===== config.mk =====
export PLATFORM = sky130hd
export DESIGN_NAME = d_input_conditioner
export DESIGN_NICKNAME = d
export VERILOG_FILES = /design/src/rtl/d_input_conditioner.sv
export SDC_FILE = /design/constraint.sdc
export NUM_CORES = 1
export LEC_CHECK = 0
export ABC_AREA = 1
export BUFFER_PORTS_ARGS = -buffer_cell sky130_fd_sc_hd__clkbuf_2
export CAP_MARGIN = 30
export CORE_UTILIZATION = 50
export CTS_CLUSTER_SIZE = 12
export DETAILED_ROUTE_END_ITERATION = 6
export MAX_ROUTING_LAYER = met4
export PLACE_DENSITY = 0.81
export SLEW_MARGIN = 15
export SYNTH_ARGS = -nofsm -noshare
export SYNTH_HDL_FRONTEND = slang
export SYNTH_SLANG_ARGS = --single-unit

===== constraint.sdc =====
create_clock -name clk -period 1.3 [get_ports clk]
set_input_delay 0.065 -clock clk [delete_from_list [all_inputs] [get_ports clk]]
set_output_delay 0.065 -clock clk [all_outputs]
set_load 0.02 [all_outputs]

===== src/rtl/d_input_conditioner.sv =====
// d_input_conditioner
//
// Turns a raw asynchronous level (pin or switch) into a clean, synchronized,
// debounced level for the d input of a downstream flip-flop. It also gives
// one-cycle rise/fall strobes and a saturating count of aborted transitions,
// which is useful during bring-up.
//
// Ports
//   clk           rising-edge clock
//   rst           asynchronous, active-high reset
//   raw_in        raw level with no timing relation to clk
//   d_out         debounced level
//   rise_pulse    one-cycle strobe, asserted on the same edge that d_out goes 0->1
//   fall_pulse    one-cycle strobe, asserted on the same edge that d_out goes 1->0
//   glitch_count  number of aborted transitions, saturates at all-ones
//
// States
//   STABLE_LO | d_out=0, waiting for the synchronized level to go high
//   CHK_HI    | level is high, counting consecutive high cycles before committing
//   STABLE_HI | d_out=1, waiting for the synchronized level to go low
//   CHK_LO    | level is low, counting consecutive low cycles before committing

module d_input_conditioner #(
    parameter int unsigned SYNC_STAGES     = 2,
    parameter int unsigned DEBOUNCE_CYCLES = 4,
    parameter int unsigned GLITCH_W        = 8
) (
    input  logic                clk,
    input  logic                rst,
    input  logic                raw_in,
    output logic                d_out,
    output logic                rise_pulse,
    output logic                fall_pulse,
    output logic [GLITCH_W-1:0] glitch_count
);

    localparam int unsigned CNT_W = $clog2(DEBOUNCE_CYCLES + 1);
    localparam logic [CNT_W-1:0] CNT_LAST = CNT_W'(DEBOUNCE_CYCLES - 1);
    localparam logic [CNT_W-1:0] CNT_ONE  = CNT_W'(1);

    generate
        if (SYNC_STAGES < 2 || SYNC_STAGES > 4) begin : g_bad_sync_stages
            $error("d_input_conditioner: SYNC_STAGES must be in 2..4");
        end
        if (DEBOUNCE_CYCLES < 2 || DEBOUNCE_CYCLES > 255) begin : g_bad_debounce
            $error("d_input_conditioner: DEBOUNCE_CYCLES must be in 2..255");
        end
        if (GLITCH_W < 1) begin : g_bad_glitch_w
            $error("d_input_conditioner: GLITCH_W must be at least 1");
        end
    endgenerate

    typedef enum logic [1:0] {
        STABLE_LO = 2'd0,
        CHK_HI    = 2'd1,
        STABLE_HI = 2'd2,
        CHK_LO    = 2'd3
    } state_t;

    logic [SYNC_STAGES-1:0] sync_chain_q;
    logic                   sync_q;

    state_t                 state_q, state_d;
    logic [CNT_W-1:0]       cnt_q, cnt_d;
    logic                   d_out_q, d_out_d;
    logic                   rise_q, rise_d;
    logic                   fall_q, fall_d;
    logic [GLITCH_W-1:0]    glitch_q, glitch_d;
    logic [GLITCH_W-1:0]    glitch_inc;

    // raw_in goes through the synchronizer chain only; all other logic uses its last stage.
    always_ff @(posedge clk or posedge rst) begin
        if (rst) begin
            sync_chain_q <= '0;
        end else begin
            sync_chain_q <= {sync_chain_q[SYNC_STAGES-2:0], raw_in};
        end
    end

    assign sync_q = sync_chain_q[SYNC_STAGES-1];

    // The count holds at all-ones instead of wrapping.
    assign glitch_inc = (glitch_q == {GLITCH_W{1'b1}}) ? glitch_q : glitch_q + GLITCH_W'(1);

    always_comb begin
        state_d  = state_q;
        cnt_d    = cnt_q;
        d_out_d  = d_out_q;
        rise_d   = 1'b0;
        fall_d   = 1'b0;
        glitch_d = glitch_q;

        unique case (state_q)
            STABLE_LO: begin
                if (sync_q) begin
                    state_d = CHK_HI;
                    cnt_d   = CNT_ONE;
                end
            end
            CHK_HI: begin
                if (!sync_q) begin
                    state_d  = STABLE_LO;
                    cnt_d    = '0;
                    glitch_d = glitch_inc;
                end else if (cnt_q == CNT_LAST) begin
                    state_d = STABLE_HI;
                    cnt_d   = '0;
                    d_out_d = 1'b1;
                    rise_d  = 1'b1;
                end else begin
                    cnt_d = cnt_q + CNT_ONE;
                end
            end
            STABLE_HI: begin
                if (!sync_q) begin
                    state_d = CHK_LO;
                    cnt_d   = CNT_ONE;
                end
            end
            CHK_LO: begin
                if (sync_q) begin
                    state_d  = STABLE_HI;
                    cnt_d    = '0;
                    glitch_d = glitch_inc;
                end else if (cnt_q == CNT_LAST) begin
                    state_d = STABLE_LO;
                    cnt_d   = '0;
                    d_out_d = 1'b0;
                    fall_d  = 1'b1;
                end else begin
                    cnt_d = cnt_q + CNT_ONE;
                end
            end
            default: begin
                state_d = STABLE_LO;
                cnt_d   = '0;
                d_out_d = 1'b0;
            end
        endcase
    end

    always_ff @(posedge clk or posedge rst) begin
        if (rst) begin
            state_q  <= STABLE_LO;
            cnt_q    <= '0;
            d_out_q  <= 1'b0;
            rise_q   <= 1'b0;
            fall_q   <= 1'b0;
            glitch_q <= '0;
        end else begin
            state_q  <= state_d;
            cnt_q    <= cnt_d;
            d_out_q  <= d_out_d;
            rise_q   <= rise_d;
            fall_q   <= fall_d;
            glitch_q <= glitch_d;
        end
    end

    assign d_out        = d_out_q;
    assign rise_pulse   = rise_q;
    assign fall_pulse   = fall_q;
    assign glitch_count = glitch_q;

endmodule


# Word level (Yosys, flattened, before mapping)
# Cells that the tools add are included.
# Widths: inputs -> output; s select.
[word_totals] word_cells=57 out_inout_bits=11 reg_bits=18
[op_classes] n_addsub=2 n_eq_ne=15 reduce_logical=6 muxes=27
[op_table] op="$mux 8" count=3
[op_table] op="$ne 2x2->1 const B" count=8
[op_table] op="$pmux 8 s2" count=1
[op_table] op="$mux 3" count=5
[op_table] op="$mux 2" count=6
[op_table] op="$pmux 3 s4" count=1
[op_table] op="$mux 1" count=9
[op_table] op="$add 8x1->8 const B" count=1
[op_table] op="$eq 8x8->1 const B" count=1
[op_table] op="$pmux 2 s4" count=1
[op_table] op="$ne 3x3->1 const B" count=2
[op_table] op="$reduce_and 5->1" count=1
[op_table] op="$eq 2x2->1 const B" count=2
[op_table] op="$reduce_and 4->1" count=1
[op_table] op="$add 3x1->3 const B" count=1
[op_table] op="$eq 3x2->1 const B" count=1
[op_table] op="$reduce_and 3->1" count=1
[op_table] op="$eq 2x1->1 const B" count=1
[op_table] op="$logic_not 2->1" count=1
[op_table] op="$pmux 1 s2" count=1
[op_table] op="$reduce_and 2->1" count=1
[op_table] op="$reduce_bool 2->1" count=1

# Longest topological paths before layout
# Gate-level depths: netlist of run 1.
[logic_depth] word_depth=4 depth_mapped=7 mapped_depth_nobuf=7

# Least setup slack after synthesis of run 1
# No wires, ideal clock.
[synth_timing] kind="reg-to-reg" from="register glitch_q[1], in the netlist glitch_count[1]" to="register glitch_q[7], in the netlist glitch_count[7]" setup_slack_ns=0.000 n_path_buf=0 setup_time_ns=0.117 t_arrival_ns=1.183 path_stages_with_launch=7 synth_period_minus_slack_ns=1.300 path_cell_list="dfrtp_1 -> ha_1 -> nand3_1 -> nor2_2 -> nor2_4 -> nand2_1 -> nand2_1"
[synth_between] elab_chain_cells=4 word_cells_on_any_way=6
[synth_lines] item="from (decl)" line="68" source="logic [GLITCH_W-1:0] glitch_q, glitch_d;"
[synth_lines] item="from (signal assigned)" line="156" source="glitch_q <= glitch_d;"
[synth_lines] item="$add 8x1->8 / $eq 8x8->1 (equally long branches)" line="83" source="assign glitch_inc = (glitch_q == {GLITCH_W{1'b1}}) ? glitch_q : glitch_q + GLITCH_W'(1);"
[synth_lines] item="$mux 8 (*)" line="83"
[synth_lines] item="$mux 8, on equally long branches" line="121, 101"
[synth_lines] item="$pmux 8 s2 (*)" line="93" source="unique case (state_q)"
# Mark *: on every way between the ends. The rest lies on a longest branch, timed or not. The select of a mux whose other input is x is not followed.
# A chain may end at the register's enable or synchronous reset.

# Final worst setup path of run 1
[layout_timing] from="register glitch_q[0], in the netlist glitch_count[0]" to="register glitch_q[0], in the netlist glitch_count[0]"
# The elaborated chain is that of the path after synthesis.

==> results by group, run 1 <==
Synth
  • Dominant cell type by area after synthesis: dfrtp_1
  • Synth top area share: 0.506
  • Count leader, synth: nand2_1
  • EDFF count, synth: 0
  • Yosys warning count: 0
  • Sequential cell area fraction in the yosys report: 0.506
  • Synth cell types: 19
  • Main area contributors after synthesis: dfrtp_1 51%, nand2_1 19%, inv_1 6.3%
  • Post-Syn Area: 891 um2
  • Synth Instances: 112
  • Synth top cells by count: 44 x nand2_1, 18 x dfrtp_1, 15 x inv_1, 7 x nor2_1, 6 x nand3_1
  • Syn Area/Cell: 7.95 um2
  • FF+latch count, synth: 18
  • Dominant synthesized flop cell: dfrtp_1
  • Asr flop ratio synth: 1.00
  • Syn Nets: 117

Finish
  • Post-Layout Cell Count: 148
  • Nets: 138
  • Layout cells sized above 1: 0.227
  • Final core occ: 0.671
  • Final Cell Area: 0.00106 mm2
  • Area grow syn2layout: 18.7%
  • Antenna cells: 0
  • Fillers: 128

Route
  • Number of nets with antenna violations after routing: 0
  • Via-per-instance ratio: 4.95
  • Initial detailed-routing violation count: 13
  • Final wirelength: 1580 um
  • # DRC: 0
  • DR WL/cell: 10.7 um
  • Number of optimization iterations in the first detailed-route pass: 4
  • Via Count: 733

GRT
  • Vias in the first global route: 665
  • Initial antenna violation count: 0
  • Total grt overflow: 0
  • Largest net degree at the start of global routing: 19
  • GRT Overall Usage: 0.199
  • First-pass GRT wire length: 2720 um

Die
  • # rows: 14
  • Initial Util: 0.565
  • Die boundary width: 44.2 um
  • Full die area: 0.00195 mm2
  • Core Area: 0.00158 mm2
  • Die height: 44.2 um
  • I/O pins: 14

Clock tree
  • Bufs on Longest Clock Path: 2
  • Clk root buf: clkbuf_4
  • Clock latency on the worst-skew pair: 290 ps
  • CTS tree: built
  • Clock slew at reported path FFs: 90 ps
  • Total CTS buffers: 3
  • Post CTS Setup Buffer Count: 0
  • Number of H-tree levels: 1
  • Clock Sinks: 18

Power
  • Clk pwr share: 0.167
  • Leakage power: 0.571 nW
  • Total power: 1.95 mW
  • Pwr/cell area: 1850 mW/mm2
  • P_sw: 0.800 mW
  • Combinational group share of total power: 0.372
  • Int Power: 1.15 mW
  • Peak supply drop: 1.27 mV
  • Switch share: 0.410
  • Flop pwr share: 0.461

Timing
  • Setup TNS: 0 ps
  • Fmax: 830 MHz
  • Skew final: 3.22 ps
  • Final Cycle Share: 0.927
  • Fin. Hold Viols: 0
  • WHS: 294 ps
  • Final setup viols: 0
  • Final worst-path setup slack: 95.0 ps
  • Tmin final: 1210 ps
  • Slew headroom: 0.842
  • Fin. max-slew vios: 0
  • Worst slew pin tran: 237 ps

Setup path
  • Worst r2r src: glitch_count[0]
  • Top cell by count, worst path: nand2_1
  • Largest stage delay on the critical path: 430 ps
  • Critical Path RT: 1530 ps
  • Crit Path Category: reg -> reg
  • Arr. time, crit path: 1440 ps
  • Endpoint class of the critical path: register
  • Reg2Reg Depth: 7
  • R2R setup slack: 90 ps
  • CP Launch Type: register
  • Crit-path slowest cell: dfrtp_2
  • CP Max Fanout: 8
  • Reg2reg end: glitch_count[0]
  • Worst path cell trace: ha_4 > nand2_1 > nor2_2 > nand2_2 > nand2_4 > nand2_1 > nand2_1

Placed design
  • Placed wire-length estimate: 1210 um
  • Placement Cell Area: 983 um2
  • # port buffers: 13
  • Place WS: 23.7 ps
  • Dpl cells: 142
  • Routability Congestion: 0.777

Job
  • Max cap viols: 0

Run status
  • Outcome: finished, final reports clean

Worst hold path
  • Min-delay worst type: in -> async
placed cells by master, fill, tap and decap left out, types with 3 or more instances in the layout:
cell type  Yosys  routed
o21ai_0        5       5
nand3_1        6       6
inv_1         15      15
clkbuf_4       0       3
nor2_1         7       6
dfrtp_1       18      16
nand2_1       44      44
nor2_2         2       3
clkbuf_2       0      13
routing by layer:
layer  track usage  vias up  share of wire
li1              -      385              -
met1         0.248      325           0.47
met2         0.303       20           0.46
met3        0.0735        3          0.052
met4        0.0606        0         0.0088
met5             -        -              0
cell type report:
class,count,area (um2),area share
Tap cell,16,20.0,0.0189
Inverter,16,60.1,0.0568
Multi-Input combinational cell,78,395,0.374
Sequential cell,18,453,0.428
Clock buffer,4,36.3,0.0343
Timing Repair Buffer,16,92.6,0.0876
flip-flops by register name (all words and copies together), names as in the netlist, named ones only:
signal        count
state_q           1
fall_pulse        1
glitch_count      8
rise_pulse        1
d_out             1
cnt_q             3
sync_chain_q      2
cells by family (layout without fill, tap and decap cells):
| logic type | Yosys count | after routing | synth area share |
|---|---|---|---|
| AO/OA/AOI/OAI | 8 | 8 | 0.0492 |
| adder cells (fa/ha/maj) | 2 | 2 | 0.0281 |
| XOR/XNOR | 3 | 3 | 0.0295 |
| AND/OR/NAND/NOR | 65 | 65 | 0.320 |
| buffers and inverters | 16 | 36 | 0.0674 |
| flip-flops | 18 | 18 | 0.506 |
critical path, delay by kind of cell (launching register included):
family	cells	cell delay, ps
and+or+nand+nor	6	570
DFF	1	430
adders and majority gates	1	160
worst max-delay path by stage:
stage,slack (ps),from,to
4_1_cts,1,glitch_count[1],glitch_count[1]
3_3_place_gp,90,glitch_count[1],glitch_count[7]
6_report,90,glitch_count[0],glitch_count[0]
3_5_place_dp,20,glitch_count[1],glitch_count[1]
5_1_grt,-10,glitch_count[3],glitch_count[7]
2_1_floorplan,0.2,glitch_count[1],glitch_count[7]
power groups by stage:
stage | Combinational, mW | Clock [mW] | Sequential, mW
after global routing | 0.828 | 0.362 | 0.924
after floorplan | 0.424 | 0 | 0.955
after detailed placement | 0.703 | 0 | 0.888
after CTS | 0.713 | 0.338 | 0.876
after global placement | 0.678 | 0 | 0.871
final | 0.725 | 0.326 | 0.900
repair_timing:
| action | CTS | global route |
|---|---|---|
| hold buffers | 2 | 0 |
| gates resized for setup | 0 | 5 |
| setup endpoints to repair | 0 | 10 |
| hold endpoints to repair | 19 | 0 |
Power figures use the tool's default switching activity.
==> inputs of run 2 (changes only) <==
--- a/config.mk
+++ b/config.mk
@@ -5,7 +5,6 @@
 export SDC_FILE = /design/constraint.sdc
 export NUM_CORES = 1
 export LEC_CHECK = 0
-export ABC_AREA = 1
 export BUFFER_PORTS_ARGS = -buffer_cell sky130_fd_sc_hd__clkbuf_2
 export CAP_MARGIN = 30
 export CORE_UTILIZATION = 50
==> run 2 against run 1 <==
  * The run now ends with negative setup slack left
  * Register-to-register slack lost 100 ps
  * Sequential share of layout area shrank 4.2 points
  * Final cell count shrank 14%
  * Core utilization grew 12 points
  * Synthesized cell count shrank 38%
  * Clock skew grew 16 ps
  * Clock power grew 11%
  * Critical path depth shrank 3
  * First-iteration DRC count grew 31%
  * Die area shrank 9.1%
  * Final area grew 13%
  * Non-clock buffer count grew 23
  * Largest power group is now combinational cells
  * Highest routed layer unchanged
==> results by group, run 2 <==
Run status
  • Outcome: finished, violations left
  • Failing checks: negative setup slack

GRT
  • Met2 Usage GRT: 0.381
  • Vias in the first global route: 684
  • GR met3 Demand/Resource: 0.0302
  • GRT Overall Usage: 0.238
  • Grt peak-use layer: met2
  • Largest net degree at the start of global routing: 19
  • Initial antenna violation count: 0
  • Met1 Use GR: 0.295
  • First-pass GRT wire length: 3010 um
  • Total grt overflow: 0

Setup path
  • Worst r2r src: glitch_count[1]
  • Reg2Reg Depth: 4
  • Top Family by Delay on Critical Path: flip-flops
  • Critical Path RT: 1490 ps
  • Endpoint class of the critical path: register
  • Arr. time, crit path: 1500 ps
  • Crit-path slowest cell: dfrtp_2
  • CP Max Fanout: 4
  • Worst path cell trace: ha_4 > nand4_1 > nand3_2 > mux2_4
  • R2R setup slack: -9 ps
  • Reg2reg end: glitch_count[1]
  • CP Launch Type: register
  • CP Buf/Inv Count: 0
  • Crit Path Category: reg -> reg
  • Largest stage delay on the critical path: 460 ps

Synth
  • Synth cell types: 29
  • Dominant cell type by area after synthesis: dfrtp_1
  • Syn Nets: 75
  • Synth top area share: 0.559
  • Synth Instances: 70
  • Count leader, synth: dfrtp_1
  • Asr flop ratio synth: 1.00
  • Main area contributors after synthesis: dfrtp_1 56%, o21a_1 3.7%, nand2_1 3.3%
  • Syn Area/Cell: 11.5 um2
  • Synth top cells by count: 18 x dfrtp_1, 7 x nand2_1, 5 x nand3_1, 4 x o21a_1
  • EDFF count, synth: 0
  • Yosys warning count: 0
  • FF+latch count, synth: 18
  • Post-Syn Area: 806 um2
  • Sequential cell area fraction in the yosys report: 0.559
  • Dominant synthesized flop cell: dfrtp_1

Die
  • Core Area: 0.00151 mm2
  • Initial Util: 0.535
  • Full die area: 0.00178 mm2
  • Die height: 42.1 um
  • I/O pins: 14
  • Die boundary width: 42.1 um
  • # rows: 14

Clock tree
  • Bufs on Longest Clock Path: 2
  • Total CTS buffers: 3
  • Clock slew at reported path FFs: 120 ps
  • CTS tree: built
  • Number of H-tree levels: 1
  • Clock latency on the worst-skew pair: 310 ps
  • Clk root buf: clkbuf_4
  • Clock Sinks: 18

Power
  • Peak supply drop: 1.50 mV
  • Pwr/cell area: 2160 mW/mm2
  • Total power: 2.58 mW
  • Leakage power: 0.559 nW

Timing
  • Final Cycle Share: 1.01
  • WHS: 301 ps
  • Tmin final: 1310 ps
  • Unrepaired setup endpoints after global routing: yes
  • Worst slew pin tran: 234 ps
  • Skew final: 19.3 ps
  • Fin. Hold Viols: 0
  • Slew headroom: 0.844
  • Fmax: 764 MHz
  • Final setup viols: 1
  • Fin. max-slew vios: 0
  • Setup TNS: -9.21 ps
  • Final worst-path setup slack: -9.21 ps

Route
  • Number of optimization iterations in the first detailed-route pass: 4
  • Number of nets with antenna violations after routing: 0
  • Via Count: 690
  • Final wirelength: 2000 um
  • # DRC: 0
  • DR WL/cell: 15.7 um
  • Initial detailed-routing violation count: 17
  • Via-per-instance ratio: 5.43

Finish
  • Fillers: 90
  • Final Cell Area: 0.00119 mm2
  • Layout cells sized above 1: 0.622
  • Antenna cells: 0
  • Largest register FFs: 8
  • Nets: 117
  • Area grow syn2layout: 48.3%
  • Commonest non-fill, non-tap cell in the layout: buf_4
  • Most frequent cells in the layout: 24 x buf_4, 13 x clkbuf_2, 9 x dfrtp_2, 9 x dfrtp_1, 6 x nand2_1

Placed design
  • Placed wire-length estimate: 1140 um
  • # port buffers: 13
  • Placement Cell Area: 0.00101 mm2
  • Routability Congestion: 0.824

Worst hold path
  • Min-delay worst type: in -> async

Job
  • Max cap viols: 0
==> run 2: metrics by stage <==
stage | utilization | setup WS, ps | cells
finish | 0.793 | -9.21 | 127
global placement | 0.669 | 9.90 | 111
global route | 0.793 | -45.4 | 127
detailed placement | 0.669 | -12.7 | 111
CTS | 0.739 | 9.31 | 122
floorplan | - | -52.6 | 70
==> run 2: worst max-delay path by stage <==
stage / start / end / cells after the start
CTS: glitch_count[5] / glitch_count[1] / 4
global route: glitch_count[0] / glitch_count[5] / 5
detailed placement: cnt_q[0] / d_out / 5
floorplan: glitch_count[3] / glitch_count[1] / 4
finish: glitch_count[1] / glitch_count[1] / 4
global placement: register / glitch_count[5] / 4
==> run 2: routing by layer <==
layer	part of all wire	routed length, um
met5	0	0
met4	0.022	44
met3	0.032	63
met2	0.51	1020
met1	0.44	869
==> run 2: power breakdown <==
part | internal, mW | switching [mW] | total, mW | leakage (nW)
clock network | 0.171 | 0.191 | 0.362 | 0.0210
registers | 0.738 | 0.145 | 0.883 | 0.213
logic | 0.694 | 0.638 | 1.33 | 0.325
==> run 2: layout make-up <==
class	instances	area, um2	share of cell area
clock buffer	4	36.3	0.0304
inverter	1	3.75	0.00314
multi-input combinational	49	408	0.341
sequential	18	462	0.386
tap	16	20.0	0.0168
timing repair buffer	39	265	0.222
==> run 2: cells by family after synthesis <==
kind of cell	count (synthesis)	synth area share
AO/OA/AOI/OAI	11	0.0885
XOR/XNOR	5	0.0637
adder cells (fa/ha/maj)	2	0.0311
buffers and inverters	3	0.0171
flip-flops	18	0.559
multiplexers	2	0.0326
AND/OR/NAND/NOR	29	0.208
==> run 2: timing repair <==
action | 4_1_cts | 5_1_grt
gates cloned | 0 | 0
setup buffers | 5 | 5
hold buffers | 2 | 0
endpoints found under the setup margin | 4 | 7
pin swaps | 5 | 7
endpoints found under the hold margin | 19 | 0
resized for setup | 4 | 9
==> run 2: worst reg2reg max path, cell delays in order, from the launching register on <==
cell and delay, ps:
dfrtp_2 460, ha_4 180, nand4_1 140, nand3_2 120, mux2_4 300
